**config.mk**
```make
export PLATFORM = sky130hd
export DESIGN_NAME = move_controller_flat
export DESIGN_NICKNAME = d
export VERILOG_FILES = /design/src/rtl/move_controller_if.sv /design/src/rtl/move_controller.sv /design/src/flat_wrapper.sv
export SDC_FILE = /design/constraint.sdc
export NUM_CORES = 1
export LEC_CHECK = 0
export ABC_AREA = 1
export BUFFER_PORTS_ARGS = -buffer_cell sky130_fd_sc_hd__buf_2
export CAP_MARGIN = 20
export CORE_MARGIN = 3
export CORE_UTILIZATION = 49
export CTS_CLUSTER_SIZE = 25
export DETAILED_ROUTE_END_ITERATION = 16
export GPL_ROUTABILITY_DRIVEN = 0
export PLACE_DENSITY = 0.81
export SYNTH_ARGS = -nofsm -noshare
export SYNTH_HDL_FRONTEND = slang
export SYNTH_SLANG_ARGS = --single-unit
```
**constraint.sdc**
```tcl
create_clock -name clk -period 2.05 [get_ports clk]
set_input_delay 0.41 -clock clk [delete_from_list [all_inputs] [get_ports clk]]
set_output_delay 0.41 -clock clk [all_outputs]
set_load 0.01 [all_outputs]
```
**src/rtl/move_controller_if.sv**
```systemverilog
// Mouse/board-side signal bundle for the move controller.
interface move_controller_if;
    logic        click;
    logic [5:0]  click_pos;
    logic [3:0]  query_code;
    logic [63:0] possible_moves;
    logic        white_win;
    logic        black_win;
    logic [5:0]  query_pos;
    logic [5:0]  figure_position;
    logic        pick_piece;
    logic        place_piece;
    logic        turn;
    logic        selected;
    logic [5:0]  sel_pos;
    logic        illegal;
    logic        game_over;
    logic [9:0]  move_count;
    logic        timeout;

    // Environment side: mouse decoder, board and move generator.
    modport master (
        output click, click_pos, query_code, possible_moves, white_win, black_win,
        input  query_pos, figure_position, pick_piece, place_piece, turn, selected,
        input  sel_pos, illegal, game_over, move_count, timeout
    );

    // Controller side.
    modport slave (
        input  click, click_pos, query_code, possible_moves, white_win, black_win,
        output query_pos, figure_position, pick_piece, place_piece, turn, selected,
        output sel_pos, illegal, game_over, move_count, timeout
    );
endinterface

```
**src/rtl/move_controller.sv**
```systemverilog
// Turn/move sequencer: turns square clicks into pick/place pulses, enforces
// colour alternation and legal destinations, and stops at game over.
// Optional per-turn time limit enabled by defining TURN_TIMER_EN.
module move_controller #(
    parameter int unsigned SETTLE_CYC = 2
`ifdef TURN_TIMER_EN
    ,
    // Nominal limit of 6e9 cycles does not fit the 32-bit counter; clamp to its maximum.
    parameter logic [31:0] TURN_CYC = 32'hFFFF_FFFF
`endif
) (
    input  logic             clk,
    input  logic             rst_n,
    move_controller_if.slave bus
);

    localparam int unsigned POS_W = 6;
    localparam int unsigned CNT_W = 10;
    localparam int unsigned SET_W = 4;
    localparam logic [SET_W-1:0] SETTLE_LAST = SET_W'(SETTLE_CYC - 1);
    localparam logic [CNT_W-1:0] CNT_MAX     = '1;

    typedef enum logic [2:0] {
        ST_IDLE   = 3'd0,
        ST_LOOKUP = 3'd1,
        ST_CHECK  = 3'd2,
        ST_SETTLE = 3'd3,
        ST_HELD   = 3'd4,
        ST_OVER   = 3'd5
    } state_t;

    state_t             r_state, w_state_nxt;
    logic [POS_W-1:0]   r_pos, w_pos_nxt;
    logic [POS_W-1:0]   r_query_pos, w_query_pos_nxt;
    logic [POS_W-1:0]   r_fig_pos, w_fig_pos_nxt;
    logic [POS_W-1:0]   r_sel_pos, w_sel_pos_nxt;
    logic               r_pick, w_pick_nxt;
    logic               r_place, w_place_nxt;
    logic               r_turn, w_turn_nxt;
    logic               r_selected, w_selected_nxt;
    logic               r_illegal, w_illegal_nxt;
    logic               r_game_over, w_game_over_nxt;
    logic [CNT_W-1:0]   r_move_count, w_move_count_nxt;
    logic [SET_W-1:0]   r_settle_cnt, w_settle_cnt_nxt;

    logic               w_win;
    logic               w_expire;
    logic               w_own;
    logic               w_stop;
    logic               w_hit_sel;
    logic               w_legal_dst;

    assign w_win       = bus.white_win | bus.black_win;
    assign w_stop      = (r_state != ST_OVER) && (w_win || w_expire);
    assign w_hit_sel   = (bus.click_pos == r_sel_pos);
    assign w_legal_dst = bus.possible_moves[bus.click_pos];

    // Side-to-move ownership: white codes 1..6, black codes 7..12.
    assign w_own = r_turn ? ((bus.query_code >= 4'd7) && (bus.query_code <= 4'd12))
                          : ((bus.query_code >= 4'd1) && (bus.query_code <= 4'd6));

`ifdef TURN_TIMER_EN
    logic [31:0] r_turn_cnt;
    logic        r_timeout;

    assign w_expire = (r_state != ST_OVER) && (r_turn_cnt == (TURN_CYC - 32'd1));

    // Per-turn cycle counter, restarted whenever the side to move changes.
    always_ff @(posedge clk or negedge rst_n) begin
        if (!rst_n) begin
            r_turn_cnt <= '0;
            r_timeout  <= 1'b0;
        end else begin
            if (w_turn_nxt != r_turn) begin
                r_turn_cnt <= '0;
            end else if (r_state != ST_OVER) begin
                r_turn_cnt <= r_turn_cnt + 32'd1;
            end
            if (w_expire) begin
                r_timeout <= 1'b1;
            end
        end
    end

    assign bus.timeout = r_timeout;
`else
    assign w_expire    = 1'b0;
    assign bus.timeout = 1'b0;
`endif

    // State register.
    always_ff @(posedge clk or negedge rst_n) begin
        if (!rst_n) begin
            r_state <= ST_IDLE;
        end else begin
            r_state <= w_state_nxt;
        end
    end

    // Next-state logic; a win or timeout overrides any click.
    always_comb begin
        w_state_nxt = r_state;
        if (w_stop) begin
            w_state_nxt = ST_OVER;
        end else begin
            case (r_state)
                ST_IDLE:   if (bus.click) w_state_nxt = ST_LOOKUP;
                ST_LOOKUP: w_state_nxt = ST_CHECK;
                ST_CHECK:  w_state_nxt = w_own ? ST_SETTLE : ST_IDLE;
                ST_SETTLE: if (r_settle_cnt == SETTLE_LAST) w_state_nxt = ST_HELD;
                ST_HELD:   if (bus.click && (w_hit_sel || w_legal_dst)) w_state_nxt = ST_IDLE;
                ST_OVER:   w_state_nxt = ST_OVER;
                default:   w_state_nxt = ST_IDLE;
            endcase
        end
    end

    // Output logic: next values of all registered outputs.
    always_comb begin
        w_pick_nxt       = 1'b0;
        w_place_nxt      = 1'b0;
        w_illegal_nxt    = 1'b0;
        w_pos_nxt        = r_pos;
        w_query_pos_nxt  = r_query_pos;
        w_fig_pos_nxt    = r_fig_pos;
        w_sel_pos_nxt    = r_sel_pos;
        w_turn_nxt       = r_turn;
        w_selected_nxt   = r_selected;
        w_game_over_nxt  = r_game_over;
        w_move_count_nxt = r_move_count;
        w_settle_cnt_nxt = r_settle_cnt;
        if (w_stop) begin
            w_game_over_nxt = 1'b1;
            // Timeout with a piece in hand puts it back; a win leaves it as is.
            if (!w_win && r_selected) begin
                w_place_nxt    = 1'b1;
                w_fig_pos_nxt  = r_sel_pos;
                w_selected_nxt = 1'b0;
            end
        end else begin
            case (r_state)
                ST_IDLE: begin
                    if (bus.click) begin
                        w_query_pos_nxt = bus.click_pos;
                        w_pos_nxt       = bus.click_pos;
                    end
                end
                ST_CHECK: begin
                    if (w_own) begin
                        w_pick_nxt       = 1'b1;
                        w_fig_pos_nxt    = r_pos;
                        w_sel_pos_nxt    = r_pos;
                        w_selected_nxt   = 1'b1;
                        w_settle_cnt_nxt = '0;
                    end else begin
                        w_illegal_nxt = 1'b1;
                    end
                end
                ST_SETTLE: begin
                    w_settle_cnt_nxt = r_settle_cnt + SET_W'(1);
                end
                ST_HELD: begin
                    if (bus.click) begin
                        if (w_hit_sel) begin
                            w_place_nxt    = 1'b1;
                            w_fig_pos_nxt  = r_sel_pos;
                            w_selected_nxt = 1'b0;
                        end else if (w_legal_dst) begin
                            w_place_nxt    = 1'b1;
                            w_fig_pos_nxt  = bus.click_pos;
                            w_selected_nxt = 1'b0;
                            w_turn_nxt     = ~r_turn;
                            if (r_move_count != CNT_MAX) begin
                                w_move_count_nxt = r_move_count + CNT_W'(1);
                            end
                        end else begin
                            w_illegal_nxt = 1'b1;
                        end
                    end
                end
                default: begin
                end
            endcase
        end
    end

    // Output and datapath registers.
    always_ff @(posedge clk or negedge rst_n) begin
        if (!rst_n) begin
            r_pos        <= '0;
            r_query_pos  <= '0;
            r_fig_pos    <= '0;
            r_sel_pos    <= '0;
            r_pick       <= 1'b0;
            r_place      <= 1'b0;
            r_turn       <= 1'b0;
            r_selected   <= 1'b0;
            r_illegal    <= 1'b0;
            r_game_over  <= 1'b0;
            r_move_count <= '0;
            r_settle_cnt <= '0;
        end else begin
            r_pos        <= w_pos_nxt;
            r_query_pos  <= w_query_pos_nxt;
            r_fig_pos    <= w_fig_pos_nxt;
            r_sel_pos    <= w_sel_pos_nxt;
            r_pick       <= w_pick_nxt;
            r_place      <= w_place_nxt;
            r_turn       <= w_turn_nxt;
            r_selected   <= w_selected_nxt;
            r_illegal    <= w_illegal_nxt;
            r_game_over  <= w_game_over_nxt;
            r_move_count <= w_move_count_nxt;
            r_settle_cnt <= w_settle_cnt_nxt;
        end
    end

    assign bus.query_pos       = r_query_pos;
    assign bus.figure_position = r_fig_pos;
    assign bus.pick_piece      = r_pick;
    assign bus.place_piece     = r_place;
    assign bus.turn            = r_turn;
    assign bus.selected        = r_selected;
    assign bus.sel_pos         = r_sel_pos;
    assign bus.illegal         = r_illegal;
    assign bus.game_over       = r_game_over;
    assign bus.move_count      = r_move_count;

endmodule
```
**src/flat_wrapper.sv**
```systemverilog
// flat-port wrapper written by rule: the top's interface ports become plain ports
module move_controller_flat 
#(
    parameter int unsigned SETTLE_CYC = 2

)
  (clk, rst_n, bus_click, bus_click_pos, bus_query_code, bus_possible_moves, bus_white_win, bus_black_win, bus_query_pos, bus_figure_position, bus_pick_piece, bus_place_piece, bus_turn, bus_selected, bus_sel_pos, bus_illegal, bus_game_over, bus_move_count, bus_timeout);
  move_controller_if bus_i ();
  input  logic clk;
  input  logic rst_n;
  input wire logic [$bits(bus_i.click)-1:0] bus_click;
  input wire logic [$bits(bus_i.click_pos)-1:0] bus_click_pos;
  input wire logic [$bits(bus_i.query_code)-1:0] bus_query_code;
  input wire logic [$bits(bus_i.possible_moves)-1:0] bus_possible_moves;
  input wire logic [$bits(bus_i.white_win)-1:0] bus_white_win;
  input wire logic [$bits(bus_i.black_win)-1:0] bus_black_win;
  output wire logic [$bits(bus_i.query_pos)-1:0] bus_query_pos;
  output wire logic [$bits(bus_i.figure_position)-1:0] bus_figure_position;
  output wire logic [$bits(bus_i.pick_piece)-1:0] bus_pick_piece;
  output wire logic [$bits(bus_i.place_piece)-1:0] bus_place_piece;
  output wire logic [$bits(bus_i.turn)-1:0] bus_turn;
  output wire logic [$bits(bus_i.selected)-1:0] bus_selected;
  output wire logic [$bits(bus_i.sel_pos)-1:0] bus_sel_pos;
  output wire logic [$bits(bus_i.illegal)-1:0] bus_illegal;
  output wire logic [$bits(bus_i.game_over)-1:0] bus_game_over;
  output wire logic [$bits(bus_i.move_count)-1:0] bus_move_count;
  output wire logic [$bits(bus_i.timeout)-1:0] bus_timeout;
  assign bus_i.click = bus_click;
  assign bus_i.click_pos = bus_click_pos;
  assign bus_i.query_code = bus_query_code;
  assign bus_i.possible_moves = bus_possible_moves;
  assign bus_i.white_win = bus_white_win;
  assign bus_i.black_win = bus_black_win;
  assign bus_query_pos = bus_i.query_pos;
  assign bus_figure_position = bus_i.figure_position;
  assign bus_pick_piece = bus_i.pick_piece;
  assign bus_place_piece = bus_i.place_piece;
  assign bus_turn = bus_i.turn;
  assign bus_selected = bus_i.selected;
  assign bus_sel_pos = bus_i.sel_pos;
  assign bus_illegal = bus_i.illegal;
  assign bus_game_over = bus_i.game_over;
  assign bus_move_count = bus_i.move_count;
  assign bus_timeout = bus_i.timeout;
  move_controller #(.SETTLE_CYC(SETTLE_CYC)) u_core (.clk(clk), .rst_n(rst_n), .bus(bus_i));
endmodule
```
# --- Word-level counts from Yosys, hierarchy flattened ---
# Index checks and enable logic that the tools add are counted.
totals:
  elab_cells: 97
  reg_bits: 41
  input_bits: 79
op_classes:
  bitwise_logic: 4
  order_cmp: 5
  addsub: 2
  n_reduce_logical: 17
  n_mux: 40
  n_eq_ne: 17
ops:
  columns: ["cell", "count"]
  rows:
  - ["$mux W6", 6]
  - ["$mux W1", 22]
  - ["$pmux W3 S6", 1]
  - ["$mux W3", 4]
  - ["$pmux W6 S2", 1]
  - ["$reduce_and A3 Y1", 4]
  - ["$add A10 B1 Y10 const B", 1]
  - ["$ne A10 B10 Y1 const B", 1]
  - ["$reduce_and A5 Y1", 2]
  - ["$ne A3 B1 Y1 const B", 3]
  - ["$pmux W4 S2", 1]
  - ["$lt A6 B7 Y1 const B", 1]
  - ["$bmux W1 S6", 1]
  - ["$eq A3 B2 Y1 const B", 2]
  - ["$eq A3 B3 Y1 const B", 2]
  - ["$eq A6 B6 Y1", 1]
  - ["$ne A3 B2 Y1 const B", 2]
  - ["$reduce_and A6 Y1", 1]
  - ["$logic_and A1 B1 Y1", 5]
  - ["$add A4 B1 Y4 const B", 1]
  - ["$eq A4 B1 Y1 const B", 1]
  - ["$ge A4 B1 Y1 const B", 1]
  - ["$ge A4 B3 Y1 const B", 1]
  - ["$le A4 B3 Y1 const B", 1]
  - ["other kinds (16)", 19]

# --- Depth between registers and ports, before layout ---
# Gate-level depths: netlist (run 1).
depth:
  ltp_word: 7
  depth_mapped: 15

# --- Worst setup path before layout (run 1) ---
# OpenSTA, ideal clock, no wires.
synth_timing:
  kind: "input to register"
  from: "in bus_click_pos[0]"
  to: "reg u_core.r_move_count[7] (netlist: u_core.bus.move_count[7])"
  required_ns: 1.931
  t_arrival_ns: 1.651
  path_buffers: 3
  setup_time_ns: 0.119
  cell_stages: 15
  slack_ns: 0.279
  cell_sequence: "buf_6 inv_6 buf_8 nand2_1 nand3_1 nand3_1 nand2_1 nand2_1 nand3_1 nand3_2 nand2_2 nand3_4 buf_6 o21ai_2 nand2_1"
synth_between:
  elab_chain_cells: 3
  elab_cells_between_ends: 5
synth_rtl:
  columns: ["element", "line_no", "text"]
  rows:
  - ["start, declared", "flat_wrapper.sv:12", "input wire logic [$bits(bus_i.click_pos)-1:0] bus_click_pos;"]
  - ["$bmux W1 S6 / $eq A6 B6 Y1 (equally long branches)", "move_controller.sv:56, move_controller.sv:55", null]
  - ["$mux W1 (implied by the code) / $not A1 Y1 (equally long branches)", null, null]
  - ["$reduce_and A6 Y1 (no line) (*)", null, null]
  - ["end signal, assigned", "move_controller.sv:213", "r_move_count <= w_move_count_nxt;"]
  - ["end, declared", "move_controller.sv:43", "logic [CNT_W-1:0] r_move_count, w_move_count_nxt;"]
# Mark *: on every way between the ends. The rest lies on a longest branch, timed or not. The select of a mux whose other input is x is not followed.
# A chain may end at the register's enable or synchronous reset.

# --- Worst setup path after layout (run 1) ---
layout_timing:
  from: "reg u_core.r_state[0]"
  to: "reg u_core.r_move_count[4] (netlist: u_core.bus.move_count[4])"
layout_between:
  elab_chain_cells: 4
  elab_cells_between_ends: 5
layout_rtl:
  columns: ["element", "line_no", "text"]
  rows:
  - ["start, declared", "move_controller.sv:32", "state_t r_state, w_state_nxt;"]
  - ["start signal, assigned", "move_controller.sv:96", "r_state <= w_state_nxt;"]
  - ["$ne A3 B3 Y1", "move_controller.sv:54", "assign w_stop = (r_state != ST_OVER) && (w_win || w_expire);"]
  - ["$logic_and A1 B1 Y1", "move_controller.sv:54", null]
  - ["$not A1 Y1 (no line)", null, null]
  - ["$reduce_and A6 Y1 (no line) (*)", null, null]
# Mark *: on every way between the ends. The rest lies on a longest branch, timed or not.

==> results of run 1 <==
-- area by class of cell --
type | instances | area (µm²) | area share (%)
multi-input cells | 310 | 1520 | 42.4
flip-flops and latches | 41 | 1030 | 28.6
repair buffers | 120 | 639 | 17.8
inverters | 46 | 188 | 5.24
well taps | 72 | 90.1 | 2.51
clock buffers | 6 | 82.6 | 2.30
clock inverters | 2 | 37.5 | 1.05
-- power breakdown --
part           switching [µW]  total (µW)  internal [µW]
clock                     288         684            396
sequential                155        1130            977
combinational             655        1080            422
-- worst register-to-register path: stages, from the launching register on --
cell,delay (ns)
dfrtp_1,0.44
nor2_2,0.12
inv_1,0.08
nor2_4,0.16
inv_1,0.12
nor2_2,0.13
nand2_1,0.11
nor2_4,0.16
nand3_4,0.15
o21ai_0,0.19
nand2_1,0.07
-- cell families after synthesis --
kind of cell | synth area share [%]
XOR/XNOR | 3.07
adder cells (fa/ha/maj) | 1.31
flip-flops | 35.9
AO/OA/AOI/OAI | 9.33
AND/OR/NAND/NOR | 38.6
other | 0.131
buffers and inverters | 11.7
-- cell usage after synthesis, drive strengths merged (2+ instances only) --
cell type	count
buf	15
o21ai	25
nor2	27
clkinv	2
nand2	140
dfrtp	41
xnor2	2
o22ai	4
nor3	4
a21oi	5
ha	3
nand3	68
nand4	9
xor2	8
inv	44
a221oi	5
-- final timing paths --
check / slack, ns / end / depth (start not counted)
max in group asynchronous: 1.55 / u_core.bus.query_pos[3] / 2
setup / recovery: 0.21 / u_core.bus.move_count[4] / 10
hold / removal: 0.16 / u_core.bus.query_pos[0] / 2
min in group clk: 0.43 / u_core.r_state[2] / 4
hold reg to reg: 0.47 / u_core.bus.game_over / 1
setup reg to reg: 0.21 / u_core.bus.move_count[4] / 10
-- routing by layer --
layer	up-vias	global-route usage, %
met5	-	0
met4	0	6.48
met3	12	3.80
met2	156	37.4
met1	1428	29.0
li1	1570	-
-- cells in the final DEF (no fill, tap or decap), types with 2 or more instances in the layout --
master	instances
a21oi_1	5
clkbuf_8	6
nand2_2	2
clkinv_1	2
nand3_2	3
ha_1	3
o21ai_1	8
o21ai_0	14
a221oi_1	5
xor2_1	8
nor3_1	3
nor2_4	2
inv_1	42
buf_4	7
nor2_1	23
nand3_1	65
nor2_2	2
xnor2_1	2
nand4_1	9
nand2_1	138
buf_2	111
dfrtp_1	41
o22ai_1	4
o21ai_2	3
-- state kept, by name, summed over array words and instances (netlist names), 3 cells and up --
| signal | count |
|---|---|
| u_core.bus.move_count | 10 |
| u_core.r_state | 3 |
| u_core.r_settle_cnt | 4 |
| u_core.bus.sel_pos | 6 |
| u_core.bus.query_pos | 6 |
| u_core.bus.figure_position | 6 |
-- metrics by stage --
stage	cells	util [%]	setup TNS, ns	setup WS, ns	power (µW)
detailed placement	588	61.5	-3.05	-0.251	2200
CTS	596	63.6	0	0.0604	2880
floorplan	412	-	0	0.279	1790
global route	597	64.3	0	0.0528	3090
global placement	588	61.5	-2.08	-0.181	2170
finish	597	64.3	0	0.211	2890
-- timing repair --
item,in CTS,in global routing
hold buffers,0,0
endpoints found under the setup margin,0,19
setup buffers,0,0
resized for setup,0,8
==> impl_metrics.py, run 1 <==
metrics = {
    "outcome": {
        "run_status": "finished clean",
    },
    "layout": {
        "final_nets": 606,
        "final_design_area_no_fill_um2": 3580,
        "num_antenna_cells": 0,
        "drive_gt1_share_pct": 27.6,
        "area_growth_syn_to_layout_pct": 25.4,
        "fillers": 488,
    },
    "pwr": {
        "cellLeakagePower_uw": 0.00192,
        "peakVddDrop_uv": 512,
        "powerDensity_nw_per_um2": 807,
    },
    "clocking": {
        "htree_levels": 2,
        "insertion_delay_ns": 0.30,
        "cts_tree": "done",
        "cts_sinks": 41,
        "cts_inserted_buffers": 5,
        "clockRootBuffer": "clkbuf_8",
        "clk_transition_reported_paths_ns": 0.08,
        "max-clock-path-buffers": 2,
    },
    "global_route": {
        "antenna_found_initial": 0,
        "grt_start_max_net_pins": 42,
        "grt_first_pass_wirelength_um": 12000,
        "grt_usage_pct": 22.2,
        "grt_pass1_vias": 2780,
        "overflow": 0,
    },
    "placed_design": {
        "portBuffers": 112,
        "place_area_um2": 3430,
        "place_hpwl_um": 5730,
    },
    "setup_path": {
        "startpoint_class_of_the_critical_path": "register",
        "critical_path.max_fanout": 8,
        "setup.worst_path.start": "u_core.r_state[0]",
        "slowest_stage": "dfrtp_1",
        "critPathCaptureType": "register",
        "cp_slowest_stage_delay_ns": 0.44,
        "timing.critical_path.max_delay_family": "simple AND/OR/NAND/NOR gates",
        "path_cells": "nor2_2, inv_1, nor2_4, inv_1, nor2_2, nand2_1, nor2_4, nand3_4, o21ai_0, nand2_1",
        "critPathArrivalTime_ns": 2.03,
        "critPathKind": "reg -> reg",
        "required_ns": 2.24,
        "cp_num_buf_inv": 2,
        "reg2reg_from": "u_core.r_state[0]",
    },
    "drt": {
        "wl_met1_um": 3110,
        "first_pass_iters": 5,
        "num_vias": 3166,
        "drtIter0Drc": 213,
        "metal3_wl_um": 637,
        "drt.antenna.violating_nets": 0,
        "drt_wl_total_um": 7510,
        "remaining_drc_errors": 0,
        "met2_length_um": 3660,
        "wl_per_cell_um": 12.6,
        "route.top_layer_used": "met4",
        "detail_route.vias_per_cell": 5.30,
    },
    "timing": {
        "finalSetupViolations": 0,
        "maxSlewViolCount": 0,
        "unrepaired_setup_endpoints_after_global_routing": "false",
        "worst_slew_pin_slew_ns": 0.502,
        "worst_clock_skew_ns": 0.00347,
        "fmaxAchievable_ghz": 0.544,
        "slew_headroom_pct": 66.6,
        "timing.final.crit_period_ns": 1.84,
        "finalCritPeriodShare_pct": 89.7,
        "whs_ns": 0.157,
        "report.final.hold_viol_count": 0,
    },
    "floorplan": {
        "die_area_um2": 6780,
        "die-height_um": 82.4,
        "chipWidth_um": 82.4,
        "placementRows": 27,
        "fp.coreArea_um2": 5570,
        "io_pins": 114,
        "initial_core_util_pct": 51.2,
    },
    "yosys": {
        "post_synth_num_cell_types": 38,
        "ys.warnings.count": 0,
        "seq_area_frac_synth_pct": 35.9,
        "synth_top_area_share_pct": 35.9,
        "synth_area_leader_cell": "dfrtp_1",
        "async_set_reset_flop_share_out_of_synthesis_pct": 100,
        "most_used_dff_post_synth": "dfrtp_1",
        "synth_top_cells_by_area": "dfrtp_1, nand2_1, nand3_1",
        "syn-num-nets": 494,
        "synth_cells": 412,
        "postSynthRegisterBits": 41,
        "syn-mean-instance-area_um2": 6.93,
        "synth_edf_count": 0,
        "syn_area_um2": 2860,
    },
    "worst_hold_path": {
        "worstHoldPathType": "in -> async",
    },
    "run": {
        "max_cap_viol_count": 0,
    },
}
Power figures use the tool's default switching activity.
==> run 2, diff against run 1 <==
--- a/config.mk
+++ b/config.mk
@@ -5,7 +5,6 @@
 export SDC_FILE = /design/constraint.sdc
 export NUM_CORES = 1
 export LEC_CHECK = 0
-export ABC_AREA = 1
 export BUFFER_PORTS_ARGS = -buffer_cell sky130_fd_sc_hd__buf_2
 export CAP_MARGIN = 20
 export CORE_MARGIN = 3
==> run 2 against run 1 <==
  * Utilization grew 8.4 points
  * Hold slack worse by 0.073 ns
  * Synthesized cell count is 40% lower
  * Register-to-register slack worse by 0.27 ns
  * Final cell count is 23% lower
  * Sequential share of layout area down 1.9 points
  * Non-clock buffer count rose by 29
  * Flip-flop and latch count is the same
  * First-iteration DRC count shrank 9.9%
  * Critical path depth down 4
  * The run now ends with negative setup slack left
  * Sequential power shrank 27%
  * Clock power down 22%
  * Highest routed layer unchanged
==> impl_metrics.py, run 2 <==
metrics = {
    "run": {
        "max_cap_viol_count": 0,
    },
    "pwr": {
        "peakVddDrop_uv": 334,
        "powerDensity_nw_per_um2": 442,
        "switching_share_pct": 25.2,
        "comb_power_share_pct": 20.1,
        "cellLeakagePower_uw": 0.00193,
        "internal_power_uw": 1270,
        "switching_power_of_the_nets_uw": 427,
        "p_clk_share_pct": 31.4,
        "seq_power_share_pct": 48.4,
    },
    "setup_path": {
        "required_ns": 2.23,
        "startpoint_class_of_the_critical_path": "register",
        "critPathKind": "reg -> reg",
        "critPathCaptureType": "register",
        "critical_path.max_fanout": 6,
        "cp_num_buf_inv": 1,
        "cp_slowest_stage_delay_ns": 0.62,
        "critPathArrivalTime_ns": 2.29,
        "slowest_stage": "or4_1",
        "path_cells": "or4_1, a21oi_2, nand2_1, a31oi_4, buf_12, mux2_4",
        "timing.critical_path.max_delay_family": "simple AND/OR/NAND/NOR gates",
    },
    "layout": {
        "final_design_area_no_fill_um2": 3830,
        "final_nets": 472,
        "final_common_cell": "buf_2",
        "largest_reg_flops": 10,
        "layout.cells.non_filler": 460,
        "num_antenna_cells": 0,
        "area_growth_syn_to_layout_pct": 39.2,
        "drive_gt1_share_pct": 54.6,
        "utilization_pct": 72.7,
        "layout.cells.most_common_list": "buf_2, dfrtp_1, buf_4",
    },
    "global_route": {
        "grt_first_pass_wirelength_um": 12200,
        "antenna_found_initial": 0,
        "overflow": 0,
        "grt_usage_pct": 23.9,
        "grt_start_max_net_pins": 42,
        "grt_pass1_vias": 2642,
    },
    "drt": {
        "drt_wl_total_um": 7510,
        "wl_per_cell_um": 16.3,
        "drtIter0Drc": 192,
        "detail_route.vias_per_cell": 5.52,
        "num_vias": 2537,
        "first_pass_iters": 4,
        "remaining_drc_errors": 0,
        "drt.antenna.violating_nets": 0,
    },
    "clocking": {
        "cts_tree": "done",
        "max-clock-path-buffers": 2,
        "cts_inserted_buffers": 5,
        "insertion_delay_ns": 0.29,
        "clockRootBuffer": "clkbuf_8",
        "htree_levels": 2,
        "post_cts_hold_buffer_count": 0,
        "clk_transition_reported_paths_ns": 0.07,
        "cts_sinks": 41,
    },
    "timing": {
        "setup_ws_ns": -0.0637,
        "unrepaired_setup_endpoints_after_global_routing": "true",
        "finalSetupViolations": 8,
        "report.final.hold_viol_count": 0,
        "maxSlewViolCount": 0,
        "timing.final.crit_period_ns": 2.11,
        "finalCritPeriodShare_pct": 103,
        "worst_clock_skew_ns": 0.00615,
        "fmaxAchievable_ghz": 0.473,
    },
    "yosys": {
        "yosys.area_share.xor_xnor_pct": 5.41,
        "synth-compound-area-share_pct": 9.68,
        "seq_area_frac_synth_pct": 37.3,
        "syn_area_um2": 2750,
        "synth_top_area_share_pct": 37.3,
        "synth_edf_count": 0,
        "synth_area_leader_cell": "dfrtp_1",
        "async_set_reset_flop_share_out_of_synthesis_pct": 100,
        "syn-num-nets": 329,
        "synth_simple_gate_area_share_pct": 17.5,
        "post_synth_num_cell_types": 48,
        "combinational_family_with_the_most_area_after_synthesis": "multiplexers",
        "synth_top_cells_by_area": "dfrtp_1, mux4_2, mux2_2",
        "synth_top_cells_by_count": "dfrtp_1, nand2_1, nor2_1",
        "synth_cells": 247,
        "most_numerous_cell_in_the_yosys_netlist": "dfrtp_1",
        "synth_adder_area_share_pct": 1.36,
        "ys.warnings.count": 0,
        "multiplexer_fraction_of_the_synthesized_cell_area_pct": 24.0,
        "syn-mean-instance-area_um2": 11.1,
        "most_used_dff_post_synth": "dfrtp_1",
        "postSynthRegisterBits": 41,
    },
    "floorplan": {
        "chipWidth_um": 81.0,
        "die_area_um2": 6560,
        "initial_core_util_pct": 52.3,
        "placementRows": 26,
        "fp.coreArea_um2": 5270,
        "die-height_um": 81.0,
        "io_pins": 114,
    },
    "placed_design": {
        "dpl.cell_count": 450,
        "placement.setup.worst_slack_ns": -0.494,
        "portBuffers": 112,
        "place_hpwl_um": 5810,
        "place_area_um2": 3580,
    },
    "outcome": {
        "run_status": "finished, violations left",
        "violations": "negative setup slack",
    },
    "worst_hold_path": {
        "worstHoldPathType": "in -> async",
    },
}
run 2: kinds of logic after synthesis:
logic type | after synthesis
simple gates | 87
mux | 43
flops | 41
compound gates | 37
buf+inv | 18
xor+xnor | 17
fa+ha+maj | 3
other cells | 1
run 2: timing repair:
action                                  CTS  global route
buffers inserted                          1             6
gates resized for setup                  15            12
pin swaps                                 2             6
endpoints found under the setup margin   20            18
endpoints found under the hold margin     0             0
run 2: path summary, 6_finish.rpt:
kind | startpoint | end | slack [ns] | depth (start not counted)
min in group clk | bus_click | u_core.r_state[2] | 0.39 | 2
max in group asynchronous | rst_n | u_core.bus.figure_position[4] | 1.77 | 2
hold / removal | rst_n | u_core.bus.sel_pos[0] | 0.08 | 2
setup / recovery | u_core.bus.turn | u_core.bus.figure_position[0] | -0.06 | 6
setup reg to reg | u_core.bus.turn | u_core.bus.figure_position[0] | -0.06 | 6
hold reg to reg | u_core.bus.game_over | u_core.bus.game_over | 0.49 | 1
run 2: routing by layer:
layer	global-route usage, %	part of all wire (%)	vias to the layer above
li1	-	-	1194
met1	29.2	40	1240
met2	43.6	54	95
met3	4.10	5.4	8
met4	5.74	0.81	0
met5	0	0	-
run 2: power groups by stage:
stage               Combinational (µW)  Clock, µW  Sequential, µW
finish                             341        532             820
CTS                                331        538             820
detailed placement                 309          0             836
global route                       371        573             821
floorplan                          170          0             839
global placement                   301          0             835
run 2: final cells by class:
class                   instances  area, µm²
multi-input cells             188       1710
fillers                       404       1440
flip-flops and latches         41       1030
repair buffers                149        902
well taps                      70       87.6
clock buffers                   7       86.3
inverters                       5       18.8
run 2: stage by stage:
stage | hold slack (ns) | setup TNS, ns | total power, µW
after floorplan | 0.114 | -1.76 | 1010
after global placement | 0.397 | -8.82 | 1140
after detailed placement | 0.403 | -9.98 | 1150
after CTS | 0.0909 | -0.328 | 1690
after global routing | 0.0856 | -1.16 | 1770
final | 0.0842 | -0.386 | 1690
